`src/rtl/crimson_pkg.sv`:
```
// ---------------------------------------------------------------------------
// crimson_pkg : shared widths, typedefs and FSM encoding for state_sequencer
// Revision    : 1.0
// ---------------------------------------------------------------------------
`default_nettype none

package crimson_pkg;

  localparam int NUM_BLOCKS = 7;
  localparam int SEL_W      = 3;
  localparam int STATE_W    = 4;

  typedef logic [STATE_W-1:0]    state_t;
  typedef logic [SEL_W-1:0]      sel_t;
  typedef logic [NUM_BLOCKS-1:0] blocks_t;
  typedef logic [SEL_W:0]        sel_ext_t;

  localparam state_t RESET_STATE = 4'h0;
  localparam sel_t   LAST_SEL    = sel_t'(NUM_BLOCKS - 1);

  typedef enum logic [1:0] {
    FSM_IDLE = 2'd0,
    FSM_STEP = 2'd1,
    FSM_DONE = 2'd2
  } fsm_t;

endpackage

`default_nettype wire

```
`src/rtl/sel_scanner.sv`:
```
// ---------------------------------------------------------------------------
// sel_scanner : finds the lowest set bit of vec_i at or above index from_i
// Revision    : 1.0
// ---------------------------------------------------------------------------
`default_nettype none

module sel_scanner
  import crimson_pkg::*;
(
  input  logic [NUM_BLOCKS-1:0] vec_i,
  input  logic [SEL_W:0]        from_i,
  output logic                  found_o,
  output logic [SEL_W-1:0]      idx_o
);

  // Descending scan so the lowest qualifying index is the last one written.
  always_comb begin
    found_o = 1'b0;
    idx_o   = '0;
    for (int i = NUM_BLOCKS - 1; i >= 0; i--) begin
      if (vec_i[i] && (sel_ext_t'(i) >= from_i)) begin
        found_o = 1'b1;
        idx_o   = sel_t'(i);
      end
    end
  end

endmodule

`default_nettype wire

```
`src/rtl/state_sequencer.sv`:
```
// ---------------------------------------------------------------------------
// state_sequencer : owns the game state and steps a selector across the blocks
//                   word, committing next_state_in once per step.
// Optional feature: SKIP_EMPTY_EN (visit only indices whose blocks bit is set)
// Revision        : 1.0
// ---------------------------------------------------------------------------
`default_nettype none

module state_sequencer
  import crimson_pkg::*;
(
  input  logic                  clk,
  input  logic                  rst_n,
  input  logic                  start,
  input  logic [NUM_BLOCKS-1:0] blocks_in,
  input  logic                  hold,
  input  logic                  clear,
  input  logic [STATE_W-1:0]    next_state_in,
  output logic [NUM_BLOCKS-1:0] blocks,
  output logic [SEL_W-1:0]      selector,
  output logic [STATE_W-1:0]    current_state,
  output logic                  busy,
  output logic                  done
);

  fsm_t    state_q, state_d;
  blocks_t blocks_q, blocks_d;
  sel_t    sel_q, sel_d;
  state_t  cs_q, cs_d;

  logic    first_found;
  sel_t    first_idx;
  logic    next_found;
  sel_t    next_idx;

`ifdef SKIP_EMPTY_EN
  sel_ext_t scan_from;
  assign scan_from = {1'b0, sel_q} + {{SEL_W{1'b0}}, 1'b1};

  sel_scanner u_first_scan (
    .vec_i   (blocks_in),
    .from_i  ('0),
    .found_o (first_found),
    .idx_o   (first_idx)
  );

  sel_scanner u_next_scan (
    .vec_i   (blocks_q),
    .from_i  (scan_from),
    .found_o (next_found),
    .idx_o   (next_idx)
  );
`else
  assign first_found = 1'b1;
  assign first_idx   = '0;
  assign next_found  = (sel_q != LAST_SEL);
  assign next_idx    = sel_q + sel_t'(1);
`endif

  always_ff @(posedge clk or negedge rst_n) begin
    if (!rst_n) begin
      state_q  <= FSM_IDLE;
      blocks_q <= '0;
      sel_q    <= '0;
      cs_q     <= RESET_STATE;
    end else begin
      state_q  <= state_d;
      blocks_q <= blocks_d;
      sel_q    <= sel_d;
      cs_q     <= cs_d;
    end
  end

  always_comb begin
    state_d  = state_q;
    blocks_d = blocks_q;
    sel_d    = sel_q;
    cs_d     = cs_q;
    if (clear) begin
      state_d = FSM_IDLE;
      sel_d   = '0;
      cs_d    = RESET_STATE;
    end else begin
      case (state_q)
        FSM_IDLE: begin
          if (start) begin
            blocks_d = blocks_in;
            // An empty scan has nothing to commit and completes immediately.
            if (first_found) begin
              sel_d   = first_idx;
              state_d = FSM_STEP;
            end else begin
              state_d = FSM_DONE;
            end
          end
        end
        FSM_STEP: begin
          if (!hold) begin
            cs_d = next_state_in;
            if (next_found) begin
              sel_d = next_idx;
            end else begin
              state_d = FSM_DONE;
            end
          end
        end
        FSM_DONE: begin
          sel_d   = '0;
          state_d = FSM_IDLE;
        end
        default: begin
          state_d = FSM_IDLE;
        end
      endcase
    end
  end

  assign blocks        = blocks_q;
  assign selector      = sel_q;
  assign current_state = cs_q;
  assign busy          = (state_q == FSM_STEP) || (state_q == FSM_DONE);
  assign done          = (state_q == FSM_DONE);

endmodule

`default_nettype wire

```
`config.mk`:
```
export PLATFORM = sky130hd
export DESIGN_NAME = state_sequencer
export DESIGN_NICKNAME = d
export VERILOG_FILES = /design/src/rtl/crimson_pkg.sv /design/src/rtl/sel_scanner.sv /design/src/rtl/state_sequencer.sv
export SDC_FILE = /design/constraint.sdc
export NUM_CORES = 1
export LEC_CHECK = 0
export CAP_MARGIN = 20
export CORE_ASPECT_RATIO = 1.4
export CORE_MARGIN = 2
export CORE_UTILIZATION = 45
export CTS_CLUSTER_DIAMETER = 50
export DETAILED_ROUTE_END_ITERATION = 7
export GPL_ROUTABILITY_DRIVEN = 1
export PLACE_DENSITY = 0.82
export SETUP_SLACK_MARGIN = 0.1
export SYNTH_ARGS = -nofsm -noshare
export SYNTH_HDL_FRONTEND = slang
export SYNTH_HIERARCHICAL = 1
export SYNTH_SLANG_ARGS = --single-unit
```
`constraint.sdc`:
```
create_clock -name clk -period 4.2 [get_ports clk]
set_clock_uncertainty 0.05 [all_clocks]
set_input_delay 0.84 -clock clk [delete_from_list [all_inputs] [get_ports clk]]
set_output_delay 0.84 -clock clk [all_outputs]
set_load 0.01 [all_outputs]
```
==> impl_metrics.tcl <==
set metrics [dict create \
    tritoncts "built" \
    core_area_sq_um 1730 \
    cts.sinks 16 \
    finalHoldViolations 0 \
    wl_per_cell_um 14.2 \
    pwr_density_cell_nw_per_um2 367 \
    yosysTopAreaCell "dfrtp_1" \
    multiInputGateArea_sq_um 399 \
    gp_congestion 0.857 \
    worstPathRequired_ns 3.31 \
    drt_pass1_iterations 4 \
    num_rows 18 \
    postRouteAntennaNets 0 \
    period_share_pct 57.6 \
    top_usage_layer "met2" \
    max_stage_delay_ns 0.53 \
    netlist_instances 71 \
    critPathBufInv 2 \
    cts_resized 0 \
    die_y_um 54.5 \
    grt_antenna_before_repair 0 \
    grt_pass1_vias 652 \
    met3_usage_pct 4.07 \
    leakagePower_nw 0.504 \
    initial_utilization_pct 47.3 \
    pin_count 32 \
    ir_drop_v 0.000234 \
    ys_ff_latch 16 \
    diodes 0 \
    vias 657 \
    status "completed" \
    nets 127 \
    hold_buffers 0 \
    maxCapViolations 0 \
    wirelength_um 1750 \
    drc 0 \
    grt_max_degree 17 \
    cp_max_fo 4 \
    power_mw 0.429 \
    fillers 140 \
    dp_hpwl_um 1400 \
    met1_usage_pct 21.1 \
    critical_path.top_delay_family "buffers and inverters" \
    ys_seq_area_share_pct 48.9 \
    final_common_cell "clkdlybuf4s50_1" \
    fin_ws_ns 1.78 \
    overflow 0 \
    dp_cells 120 \
    slowest_stage "clkdlybuf4s50_1" \
    cts.path.max_buffers 2 \
    area_delta_synth_final_pct 42.6 \
    fin_tns_setup_ns 0 \
    synthTopCellsByArea "dfrtp_1 49%, mux2_2 9.6%, ha_1 9.2%" \
    cp_cell_sequence "inv_1, ha_1, clkdlybuf4s50_1" \
    period_needed_ns 2.42 \
    slew_headroom_pct 53.2 \
    setup_viol 0 \
    cts-root-buf "clkbuf_4" \
    die-area_sq_um 2180 \
    instances_no_fill 123 \
    clk_latency_ns 0.27 \
    max_freq_mhz 413 \
    met2_usage_pct 32.0 \
    cts_buffers 3 \
    post-place-ws_ns 1.78 \
    synth_top_area_share_pct 48.9 \
    syn-cell-area_sq_um 820 \
    clkSlewWorstSetupHoldPaths_ns 0.09 \
    rsz0062_at_grt "no" \
    cts_max_level 1 \
    die-width_um 40.1 \
    maxSlewViolCount 0 \
    seqCellArea_sq_um 400 \
    port_buffers 31 \
    drt_iter0_markers 13 \
    crit_path_end_kind "output port" \
    cp.arrival_ns 1.53 \
    hold_class "register to register" \
    postCtsSetupBuffers 0 \
    synth_nets 93 \
    ys_warn_count 6 \
    critPathLaunchType "register" \
    synth_cell_types 27 \
    grt_use_total_pct 18.6 \
    crit_type "register to output port" \
    drive_above_1_share_pct 12.6 \
    grt_first_pass_wirelength_um 2760 \
    syn_area_per_cell_sq_um 11.5 \
    vias_per_cell 5.34 \
    layout_common_cells "31 x clkdlybuf4s50_1, 16 x dfrtp_1, 7 x mux2_2" \
    tightest_slew_ns 0.699 \
]
## state kept, by name (all words and copies together), names as in the netlist
signal and cells:
selector 3, state_q 2, current_state 4, blocks 7
## per-layer routing
metal	part of all wire (%)	vias up
li1	-	319
met1	38	320
met2	56	16
met3	4.3	2
met4	0.91	0
met5	0	-
## worst paths after layout
path                                   startpoint                 endpoint  slack [ns]  cells after the start
max                        state_q[1]$_DFFE_PN0P_                     busy        1.78                      3
min in group asynchronous                   rst_n  selector[0]$_DFFE_PN0P_        0.93                      1
max reg2reg                state_q[1]$_DFFE_PN0P_  selector[1]$_DFFE_PN0P_        2.35                      5
min reg2reg                 blocks[1]$_DFFE_PN0P_    blocks[1]$_DFFE_PN0P_        0.47                      1
min                         blocks[1]$_DFFE_PN0P_    blocks[1]$_DFFE_PN0P_        0.47                      1
max in group asynchronous                   rst_n   state_q[0]$_DFFE_PN0P_        2.72                      1
## power breakdown
group / internal [mW] / switching (mW)
clock network: 0.0332 / 0.0439
logic: 0.0926 / 0.0674
registers: 0.178 / 0.0136
total: 0.304 / 0.125
## kinds of logic (layout without fill, tap and decap cells)
family,count (synthesis),after routing,share of synthesized area (%)
and+or+nand+nor,24,24,15.9
DFF,16,16,48.9
muxes,11,11,14.5
AOI/OAI and AO/OA,9,9,9.16
adders and majority gates,6,6,9.16
buffers and inverters,5,37,2.44
## stage by stage
| step | hold WS (ns) | utilization [%] | instance area (sq um) |
|---|---|---|---|
| 5_1_grt | 0.495 | 67.4 | 1170 |
| 6_report | 0.469 | 67.4 | 1170 |
| 3_3_place_gp | 0.446 | 66.1 | 1150 |
| 4_1_cts | 0.467 | 67.4 | 1170 |
| 2_1_floorplan | 0.494 | - | 820 |
| 3_5_place_dp | 0.447 | 66.1 | 1150 |
## final cells by class
| type | instances | share of cell area (%) |
|---|---|---|
| clock buffers | 3 | 1.93 |
| inverters | 3 | 0.964 |
| multi-input cells | 50 | 34.2 |
| flip-flops and latches | 16 | 34.3 |
| well taps | 20 | 2.14 |
| repair buffers | 31 | 26.6 |
## cell usage after synthesis (all sizes together)
library cell	number
dfrtp	16
mux2	7
ha	6
nor2	5
mux2i	4
nand2	4
inv	3
nand2b	3
nand3	3
nand3b	2
nor3	2
a21bo	1
a21oi	1
a221oi	1
a31o	1
a31oi	1
a41oi	1
and2	1
buf	1
clkbuf	1
nand4	1
nor2b	1
o21ai	1
o21bai	1
o31a	1
or4	1
or4b	1
## worst reg2reg max path: cells and delay by family (launching register included)
kind / cells / cell delay [ns]
AND/OR/NAND/NOR: 1 / 0.41
AO/OA/AOI/OAI: 2 / 0.48
flip-flops: 1 / 0.39
adder cells (fa/ha/maj): 1 / 0.32
buffers and inverters: 1 / 0.12
No activity file was read; power rests on OpenSTA's default activity.
